--- src/rtl/peak_current_hb_ctrl.sv ---
// rtl/peak_current_hb_ctrl.sv - peak-current-mode half-bridge gate controller
// Free-running period counter, dead-time sequencer, blanked peak/max-on trip and latched fault shutdown.
module peak_current_hb_ctrl #(
    parameter int CNT_W       = 8,
    parameter int SYNC_STAGES = 2,
    parameter int MIN_DT      = 1
) (
    input  logic             clk_i,
    input  logic             rst_i,
    input  logic             en_i,
    input  logic             cmp_i,
    input  logic             fault_i,
    input  logic             fault_clr_i,
    input  logic [CNT_W-1:0] period_i,
    input  logic [CNT_W-1:0] dt_i,
    input  logic [CNT_W-1:0] blank_i,
    input  logic [CNT_W-1:0] max_on_i,
    output logic             high_o,
    output logic             low_o,
    output logic             cycle_start_o,
    output logic             peak_trip_o,
    output logic             maxon_trip_o,
    output logic             fault_lat_o
);

    typedef enum logic [2:0] {
        S_IDLE,
        S_DT1,
        S_HS_ON,
        S_DT2,
        S_LS_ON
    } state_e;

    localparam logic [CNT_W-1:0] ONE_C    = {{(CNT_W-1){1'b0}}, 1'b1};
    localparam logic [CNT_W-1:0] ALL_C    = {CNT_W{1'b1}};
    localparam logic [CNT_W-1:0] MIN_DT_C = CNT_W'(MIN_DT);

    state_e state_q, state_d;

    logic [CNT_W-1:0] cnt_q, cnt_d;
    logic [CNT_W-1:0] period_q, dt_q, blank_q, max_on_q;
    logic [CNT_W-1:0] st_cnt_q, st_cnt_d;
    logic             fault_lat_q, fault_lat_d;

    logic [SYNC_STAGES-1:0] cmp_sync_q;
    logic [SYNC_STAGES-1:0] fault_sync_q;
    logic                   cmp_s;
    logic                   fault_s;

    logic             wrap;
    logic             kill;
    logic             restart;
    logic [CNT_W-1:0] dt_eff;
    logic [CNT_W-1:0] max_on_eff;
    logic [CNT_W:0]   st_cnt_inc;
    logic             dt_done;
    logic             peak_hit;
    logic             maxon_hit;
    logic             peak_trip;
    logic             maxon_trip;

    assign cmp_s   = cmp_sync_q[SYNC_STAGES-1];
    assign fault_s = fault_sync_q[SYNC_STAGES-1];

    assign wrap  = (cnt_q == period_q);
    assign cnt_d = wrap ? '0 : cnt_q + ONE_C;

    assign dt_eff     = (dt_q < MIN_DT_C) ? MIN_DT_C : dt_q;
    assign max_on_eff = (max_on_q == '0) ? ONE_C : max_on_q;

    // One extra bit so the "+1" comparisons stay correct when st_cnt_q is saturated.
    assign st_cnt_inc = {1'b0, st_cnt_q} + {{CNT_W{1'b0}}, 1'b1};
    assign dt_done    = (st_cnt_inc >= {1'b0, dt_eff});
    assign peak_hit   = cmp_s && (st_cnt_q >= blank_q);
    assign maxon_hit  = (st_cnt_inc >= {1'b0, max_on_eff});

    // fault_s is included so shutdown lands on the same edge that sets the latch.
    assign kill    = !en_i || fault_lat_q || fault_s;
    assign restart = wrap && !kill;

    always_comb begin
        state_d    = state_q;
        st_cnt_d   = (st_cnt_q == ALL_C) ? st_cnt_q : st_cnt_q + ONE_C;
        peak_trip  = 1'b0;
        maxon_trip = 1'b0;
        if (kill) begin
            state_d = S_IDLE;
        end else if (restart) begin
            state_d = S_DT1;
        end else begin
            case (state_q)
                S_DT1: begin
                    if (dt_done) begin
                        state_d = S_HS_ON;
                    end
                end
                S_HS_ON: begin
                    if (peak_hit) begin
                        state_d   = S_DT2;
                        peak_trip = 1'b1;
                    end else if (maxon_hit) begin
                        state_d    = S_DT2;
                        maxon_trip = 1'b1;
                    end
                end
                S_DT2: begin
                    if (dt_done) begin
                        state_d = S_LS_ON;
                    end
                end
                S_LS_ON: state_d = S_LS_ON;
                default: state_d = S_IDLE;
            endcase
        end
        // A wrap re-entering DT1 from DT1 must still restart the dead-time count.
        if ((state_d != state_q) || restart) begin
            st_cnt_d = '0;
        end
    end

    always_comb begin
        fault_lat_d = fault_lat_q;
        if (fault_s) begin
            fault_lat_d = 1'b1;
        end else if (fault_clr_i) begin
            fault_lat_d = 1'b0;
        end
    end

    always_ff @(posedge clk_i or posedge rst_i) begin
        if (rst_i) begin
            cnt_q        <= '0;
            period_q     <= '0;
            dt_q         <= '0;
            blank_q      <= '0;
            max_on_q     <= '0;
            state_q      <= S_IDLE;
            st_cnt_q     <= '0;
            fault_lat_q  <= 1'b0;
            cmp_sync_q   <= '0;
            fault_sync_q <= '0;
        end else begin
            cnt_q        <= cnt_d;
            state_q      <= state_d;
            st_cnt_q     <= st_cnt_d;
            fault_lat_q  <= fault_lat_d;
            cmp_sync_q   <= {cmp_sync_q[SYNC_STAGES-2:0], cmp_i};
            fault_sync_q <= {fault_sync_q[SYNC_STAGES-2:0], fault_i};
            if (wrap) begin
                period_q <= period_i;
                dt_q     <= dt_i;
                blank_q  <= blank_i;
                max_on_q <= max_on_i;
            end
        end
    end

    assign high_o        = (state_q == S_HS_ON);
    assign low_o         = (state_q == S_LS_ON);
    assign cycle_start_o = (cnt_q == '0) && (state_q == S_DT1);
    assign peak_trip_o   = peak_trip;
    assign maxon_trip_o  = maxon_trip;
    assign fault_lat_o   = fault_lat_q;

endmodule
--- config.mk ---
export PLATFORM = sky130hd
export DESIGN_NAME = peak_current_hb_ctrl
export DESIGN_NICKNAME = d
export VERILOG_FILES = /design/src/rtl/peak_current_hb_ctrl.sv
export SDC_FILE = /design/constraint.sdc
export NUM_CORES = 1
export LEC_CHECK = 0
export CAP_MARGIN = 20
export CORE_MARGIN = 2
export CORE_UTILIZATION = 44
export DETAILED_ROUTE_END_ITERATION = 10
export PLACE_DENSITY = 0.7
export SYNTH_ARGS = -nofsm -noshare
export SYNTH_HDL_FRONTEND = slang
export SYNTH_SLANG_ARGS = --single-unit
--- constraint.sdc ---
create_clock -name clk_i -period 6.4 [get_ports clk_i]
set_clock_uncertainty 0.05 [all_clocks]
set_input_delay 1.92 -clock clk_i [delete_from_list [all_inputs] [get_ports clk_i]]
set_output_delay 1.92 -clock clk_i [all_outputs]
set_load 0.01 [all_outputs]
Yosys cells after proc, flatten, opt, wreduce, memory -nomap -nowiden

Index checks and enable logic that the tools add are counted.

$add $sub $neg: 3
Order comparisons: 4
Equality and inequality tests: 8
Muxes and demuxes: 23
Reduce and logical (&&, ||, !) cells: 11

Operator list:

| kind                                                                     | number |
|---|---|
| 8-bit 2-to-1 mux                                                         | 5 |
| 9-bit by 8-bit >= comparator with 1-bit output                           | 2 |
| 3-bit 2-to-1 mux                                                         | 6 |
| 8-bit by 1-bit adder with 8-bit output (second input constant)           | 2 |
| 8-bit logical NOT                                                        | 2 |
| 3-bit case mux with 4 select lines                                       | 1 |
| 1-bit 2-to-1 mux                                                         | 11 |
| 8-bit by 1-bit adder with 9-bit output (second input constant)           | 1 |
| 8-bit equality test                                                      | 1 |
| 8-bit equality test (second input constant)                              | 1 |
| 8-bit >= comparator                                                      | 1 |
| 8-bit by 1-bit < comparator with 1-bit output (second input constant)    | 1 |
| 3-bit by 2-bit equality test with 1-bit output (second input constant)   | 2 |
| 3-bit by 1-bit equality test with 1-bit output (second input constant)   | 1 |
| 3-bit equality test (second input constant)                              | 1 |
| 1-bit logical AND                                                        | 3 |
| 1-bit logical OR                                                         | 3 |
| 3-bit inequality test                                                    | 1 |
| 1-bit logical NOT                                                        | 2 |
| 2-bit by 1-bit inequality test with 1-bit output (second input constant) | 1 |
| 2-bit nonzero test                                                       | 1 |

Bits in registers: 56
Output and inout port bits: 6

Depth between registers and ports, before layout

Gate-level depths: netlist (run 1).

Depth in word-level cells: 11
Gate-level depth with buffers: 10

Worst setup path before layout (run 1)

OpenSTA, ideal clock, no wires.

Path kind: in2out
Start: input port en_i
End: output port peak_trip_o
Arrival time: 2.518 ns
Path slack: 1.912 ns
Stages on the path: 2
Cell sequence: nand2_1 > nor4_1

Word-level cells in the longest chain between the ends: 7

RTL lines:

| what                               | RTL line | source |
|---|---|---|
| start: declaration                 | 10       | `input logic en_i,` |
| 1-bit logical NOT (*)              | 78       | `assign kill = !en_i \|\| fault_lat_q \|\| fault_s;` |
| 1-bit logical OR (*) (2 in series) | 78       |  |
| 1-bit logical NOT                  | 79       | `assign restart = wrap && !kill;` |
| 1-bit logical AND                  | 79       |  |
| 1-bit 2-to-1 mux                   | 88       | `end else if (restart) begin` |
| 1-bit 2-to-1 mux (*)               | 86       | `if (kill) begin` |
| end: declaration                   | 21       | `output logic peak_trip_o,` |

Mark *: on every way between the ends. The rest lies on a longest branch, timed or not.

Worst setup path in the final report (run 1)

Start: input port en_i
End: output port maxon_trip_o

Word-level cells in the longest chain between the ends: 7

RTL lines:

| what                               | RTL line | source |
|---|---|---|
| 1-bit logical NOT (*)              | 78       |  |
| 1-bit logical OR (*) (2 in series) | 78       |  |
| 1-bit logical NOT                  | 79       |  |
| 1-bit logical AND                  | 79       |  |
| 1-bit 2-to-1 mux                   | 88       |  |
| 1-bit 2-to-1 mux (*)               | 86       |  |
| end: declaration                   | 22       | `output logic maxon_trip_o,` |

Marked as above.

==> results of run 1 <==
==> Yosys cell counts, types with 3 or more instances <==
| cell | count |
|---|---|
| dfrtp_1 | 56 |
| inv_1 | 31 |
| ha_1 | 27 |
| nand2_1 | 26 |
| o21ai_0 | 24 |
| nor2_1 | 19 |
| xor2_1 | 14 |
| mux2_2 | 11 |
| nand3_1 | 8 |
| nor4_2 | 8 |
| nor4_1 | 7 |
| xnor2_1 | 7 |
| and3_1 | 6 |
| a21oi_1 | 5 |
| and2_1 | 4 |
| a211o_1 | 3 |
| buf_1 | 3 |
| clkbuf_1 | 3 |
==> registers in the layout, indices dropped and copies added, names as in the netlist <==
signal,cells
blank_q,8
cnt_q,8
dt_q,8
max_on_q,8
period_q,8
st_cnt_q,8
state_q,3
cmp_sync_q,2
fault_sync_q,2
fault_lat_o,1
==> kinds of logic after synthesis <==
logic type                 after synthesis  synth area share [%]
muxes                                   12                  4.34
DFF                                     56                  45.4
xor gates and xnor gates                21                  5.96
buffers and inverters                   40                  5.19
adders and majority gates               28                  11.3
and+or+nand+nor                         90                  16.2
AOI/OAI and AO/OA                       50                  11.7
==> layer usage <==
metal	track usage [%]	vias up	wire [um]
li1	-	1122	-
met1	22.5	1010	2810
met2	27.5	34	2790
met3	3.02	7	168
met4	3.64	0	54
met5	0	-	0
==> cell type report <==
type	instances	area (um^2)
inverters	31	116
clock inverters	2	10.0
repair buffers	45	445
fillers	625	3090
flip-flops and latches	56	1400
multi-input cells	201	1530
well taps	96	120
clock buffers	6	82.6
==> through the flow <==
stage	hold slack [ps]	util, %	std cells	setup slack (ps)
after global routing	324	54.5	437	749
after CTS	312	54.5	437	912
after global placement	282	53.1	429	942
after detailed placement	289	53.1	429	909
final	307	54.5	437	917
after floorplan	281	-	297	1910
==> path summary, 6_finish.rpt <==
check / end / slack (ps) / cells past startpoint / from
setup / recovery: maxon_trip_o / 920 / 5 / en_i
hold / removal: fault_sync_q[1] / 310 / 0 / fault_sync_q[0]
setup reg to reg: st_cnt_q[1] / 3210 / 10 / st_cnt_q[0]
hold reg to reg: fault_sync_q[1] / 310 / 0 / fault_sync_q[0]
max in group asynchronous: cnt_q[6] / 3780 / 3 / rst_i
min in group asynchronous: period_q[4] / 2070 / 3 / rst_i
==> worst reg2reg max path: cells and delay by family, from the launching register on <==
family | cells | cell delay [ps]
flip-flops | 1 | 480
AO/OA/AOI/OAI | 4 | 1050
AND/OR/NAND/NOR | 3 | 580
adder cells (fa/ha/maj) | 2 | 560
XOR/XNOR | 1 | 380
==> power breakdown <==
part           switching [uW]  total [uW]  internal, uW  leakage (uW)
registers                 122         630           508      0.000670
logic                     394         752           358      0.000928
clock network             108         195          86.6     0.0000510
total                     624        1580           953       0.00165
==> summary.txt, run 1 <==
Outcome
  – Status: completed

Route
  – Initial drt markers: 65
  – Detail Route Antenna Nets: 0
  – Wire per inst: 13.3 um
  – # DRC: 0
  – Vias per inst: a little under 5
  – DRT Wirelength: between 5000 and 6000 um
  – Routed via count: ~2200
  – Pre-antenna DRT Iters: 4

Timing
  – Highest Clock Rate: between 0.15 and 0.2 GHz
  – Final hold vios: 0
  – Setup TNS Final: 0 ps
  – RSZ-0062 raised after global routing: no
  – Minimum clock period: 5480 ps
  – Worst-margin pin slew: approximately 800 ps
  – Period utilization: 85.7%
  – Slew HR: between 40% and 50%
  – Final setup viols: 0
  – Final Max Slew Viols: 0

Setup path
  – Critical path class: in -> out
  – CP startpoint kind: input port
  – CP most frequent cell: clkdlybuf4s50_1
  – Critical Path RT: approximately 4400 ps
  – Worst Path Buf+Inv: 2
  – Crit path largest cell delay: between 500 and 600 ps
  – Crit-path cells: clkdlybuf4s50_1 -> nand2_1 -> nor4_1 -> and2_1 -> clkdlybuf4s50_1
  – Crit path DAT: between 3000 and 4000 ps
  – CP top delay family: buffers and inverters
  – Crit Path Max Fanout: 7
  – Slowest cell on crit path: clkdlybuf4s50_1
  – Critical Path Sink Type: output port

CTS
  – Postcts setup bufs: 0
  – CTS tree: done
  – Number of H-tree levels: 2
  – Root Driver: clkbuf_8
  – Max Root-Sink Buffers: 2
  – Clk sinks: between 50 and 60
  – Post-cts resize count: 0
  – TritonCTS Buffers: 5
  – Skew-Pair Late Insertion Delay: about 300 ps
  – Clk slew on worst S/H paths: approximately 90 ps
  – Hold buffers post-CTS: 0

Logic synthesis
  – Sequential-to-total area share from yosys stat: 45.4%
  – Syn_nets: between 300 and 400
  – Syn Inst Count: between 200 and 300
  – Async S/R FF share, synth: 100%
  – Area contributors post-synth: dfrtp_1, ha_1, mux2_2, xor2_1, o21ai_0
  – Syn. warnings: 0
  – Top_reg_cell synth: dfrtp_1
  – Post-Syn Area per Cell: 10.4 um^2
  – Cell taking the most area after synthesis: dfrtp_1
  – Synthesized cell area: 0.00309 mm^2
  – Number of synthesized register bits: 56
  – Number of synthesized flops with an enable pin: 0
  – Number of unique standard cell types used by synthesis: 46
  – Synth top area share: between 40% and 50%

Floorplan
  – Die width: about 90 um
  – Die span in y: around 90 um
  – Rows: 30
  – Starting Density: about 45%
  – Core ar.: ~0.0068 mm^2
  – Die area: around 0.0077 mm^2
  – IO Count: 44

Global routing
  – GRT Util Overall: between 10% and 20%
  – First-pass GRT wire length: 10000 um
  – Initial antenna violation count: 0
  – GRT overflow: 0
  – Vias in the first global route: ~2100
  – Largest net degree at the start of global routing: 65

Power and ir drop
  – Peak supply drop: roughly 0.00016 V
  – Overall power: roughly 1600 uW
  – Leak: around 0.0016 uW
  – Pwr/cell area: roughly 430 mW/mm^2

Final layout
  – Design area: 0.00370 mm^2
  – Layout Nets: 405
  – Most frequent cells in the layout: dfrtp_1, clkdlybuf4s50_1, inv_1, ha_1, nand2_1
  – Most common cell after layout, fill and taps aside: dfrtp_1
  – Layout cell share with drive strength beyond 1: between 10% and 20%
  – Area growth from synthesis to layout: 19.9%
  – Antenna Cells: 0

Flow run
  – Max-Cap Viols: 0

Placement
  – DP HPWL: 4330 um
  – Input/output buffers: between 40 and 50
  – Placed Area: 0.00361 mm^2
  – Global placement routability congestion: just under 0.8

Min path
  – Hold Path Class: reg -> reg
Note: power is estimated with default switching activity, not from simulation.
==> run 2: changes to the inputs <==
GPL_TIMING_DRIVEN = 0   (was default)
==> run 2 against run 1 <==
Effect of this change:
- fmax decreased by 0.91%
- sequential share of layout area down 0.43 points
- count of clock-buffer cells in the layout is 1 lower
- global-route usage up 1.8 points
- clock power barely moved
- wire length is 11% higher
- power increased by 0.31%
- critical endpoint unchanged
==> summary.txt, run 2 (synthesized netlist as in run 1, its figures left out) <==
Outcome
  – Status: completed (unchanged)

CTS
  – Root Driver: clkbuf_8 (unchanged)
  – Number of H-tree levels: 2 (unchanged)
  – Hold buffers post-CTS: 0 (unchanged)
  – CTS tree: done (unchanged)
  – Post-cts resize count: 0 (unchanged)
  – Clk slew on worst S/H paths: 90 ps (about the same)
  – Postcts setup bufs: 0 (unchanged)
  – Clk sinks: 56 (unchanged)
  – Max Root-Sink Buffers: 2 (unchanged)
  – Skew-Pair Late Insertion Delay: 310 ps (was 300 ps)
  – TritonCTS Buffers: 5 (unchanged)

Power and ir drop
  – Comb power frac: 47.8% (was 47.7%)
  – Seq pwr share: 40.0% (about the same)
  – Pwr/cell area: 422 mW/mm^2 (was 426 mW/mm^2)
  – Internal power: 944 uW (was 953 uW)
  – Sw frac: 40.3% (was 39.6%)
  – Leak: 0.00167 uW (was 0.00165 uW)
  – NetSw: 638 uW (was 624 uW)
  – Peak supply drop: 0.000198 V (was 0.000164 V)
  – Clock share of power: 12.2% (was 12.3%)

Global routing
  – Met3 usage in global routing: 3.30% (was 3.02%)
  – GRT Util Overall: 18.3% (was 16.5%)
  – First-pass GRT wire length: 10900 um (was 10000 um)
  – GRT overflow: 0 (unchanged)
  – Met2 Use GR: 30.9% (was 27.5%)
  – Met1 Use GR: 24.2% (was 22.5%)
  – Largest net degree at the start of global routing: 34 (was 65)
  – Gr busiest metal: met2 (unchanged)
  – Initial antenna violation count: 0 (unchanged)
  – Vias in the first global route: 2311 (was 2131)

Setup path
  – Critical Path RT: 4430 ps (about the same)
  – Crit Path Max Fanout: 7 (unchanged)
  – Critical Path Sink Type: output port (unchanged)
  – CP startpoint kind: input port (unchanged)
  – Crit path DAT: 3560 ps (was 3510 ps)
  – Critical path class: in -> out (unchanged)

Timing
  – Minimum clock period: 5530 ps (was 5480 ps)
  – Hold Slack: 304 ps (was 307 ps)
  – Worst-margin pin slew: 771 ps (was 800 ps)
  – Final setup viols: 0 (unchanged)
  – RSZ-0062 raised after global routing: no (unchanged)
  – Highest Clock Rate: 0.181 GHz (was 0.182 GHz)
  – Setup TNS Final: 0 ps (unchanged)
  – Slew HR: 48.5% (was 46.5%)
  – Final Max Slew Viols: 0 (unchanged)
  – Final hold vios: 0 (unchanged)
  – Period utilization: 86.5% (was 85.7%)

Route
  – DRT Wirelength: 6460 um (was 5830 um)
  – Vias per inst: 5.20 (was 4.97)
  – Pre-antenna DRT Iters: 4 (unchanged)
  – Detail Route Antenna Nets: 0 (unchanged)
  – Routed via count: 2313 (was 2173)
  – # DRC: 0 (unchanged)
  – Wire per inst: 14.5 um (was 13.3 um)
  – Initial drt markers: 122 (was 65)

Min path
  – Hold Path Class: reg -> reg (unchanged)

Floorplan
  – Die span in y: 87.8 um (unchanged)
  – Starting Density: 45.5% (unchanged)
  – Core ar.: 0.00679 mm^2 (unchanged)
  – Die area: 0.00770 mm^2 (unchanged)
  – Rows: 30 (unchanged)
  – IO Count: 44 (unchanged)
  – Die width: 87.8 um (unchanged)

Final layout
  – Layout cell share with drive strength beyond 1: 10.3% (about the same)
  – Post-layout utilization of the core: 55.1% (was 54.5%)
  – Area growth from synthesis to layout: 21.3% (was 19.9%)
  – Most common cell after layout, fill and taps aside: dfrtp_1 (unchanged)
  – Most frequent cells in the layout: dfrtp_1, clkdlybuf4s50_1, inv_1, ha_1, nand2_1 (unchanged)
  – Antenna Cells: 0 (unchanged)
  – Layout Nets: 413 (was 405)

Placement
  – DP HPWL: 4890 um (was 4330 um)
  – Global placement routability congestion: 0.855 (was 0.793)
  – Input/output buffers: 43 (unchanged)

Flow run
  – Max-Cap Viols: 0 (unchanged)
==> run 2: cell types whose count changed in the layout (fill, tap and decap cells not counted) <==
| cell | change |
|---|---|
| and2_1 | +1 |
| and2_2 | -1 |
| buf_1 | +3 |
| buf_12 | +1 |
| buf_2 | +2 |
| buf_4 | -2 |
| buf_6 | +1 |
| clkbuf_1 | +3 |
| clkbuf_8 | -1 |
| clkinv_4 | +1 |
==> run 2: per-layer routing <==
layer	up-vias	share of wire, %
met2	39	50
li1	1140	-
met1	1128	46
met5	-	0
met3	6	2.7
met4	0	1.1
==> run 2: per-stage QoR <==
step                power [uW]  instances  instance area [um^2]  setup slack [ps]
CTS                       1600        445                  3750               852
global placement          1360        436                  3640               879
global route              1750        445                  3750               685
finish                    1580        445                  3750               866
detailed placement        1400        437                  3660               855
floorplan                 1190        297                  3090              1910
==> run 2: critical path, cell delays in order <==
cell             delay (ps)
clkdlybuf4s50_1         480
nand2_1                 180
nor4_1                  290
and2_1                  150
clkdlybuf4s50_1         540
==> run 2: area by class of cell <==
type / instances / area (um^2)
multi-input cells: 201 / 1530
clock buffers: 5 / 68.8
well taps: 96 / 120
repair buffers: 44 / 450
inverters: 31 / 116
clock inverters: 3 / 18.8
plain buffers: 9 / 43.8
fillers: 617 / 3050
flip-flops and latches: 56 / 1400
==> run 2: path summary, 6_finish.rpt <==
| kind | from | to | slack (ps) | cells after the start |
|---|---|---|---|---|
| worst max-delay path | en_i | maxon_trip_o | 870 | 5 |
| worst min-delay path | fault_sync_q[0] | fault_sync_q[1] | 300 | 0 |
| worst max register to register | st_cnt_q[0] | st_cnt_q[0] | 3180 | 10 |
| max in group asynchronous | rst_i | dt_q[1] | 3820 | 3 |
| min in group asynchronous | rst_i | st_cnt_q[5] | 1920 | 2 |
| worst min register to register | fault_sync_q[0] | fault_sync_q[1] | 300 | 0 |
==> run 2: power groups by stage <==
stage / Combinational (uW) / Sequential [uW] / Clock, uW
floorplan: 585 / 604 / 0
global placement: 725 / 637 / 0
detailed placement: 758 / 642 / 0
CTS: 764 / 634 / 201
global route: 880 / 652 / 218
finish: 756 / 634 / 193
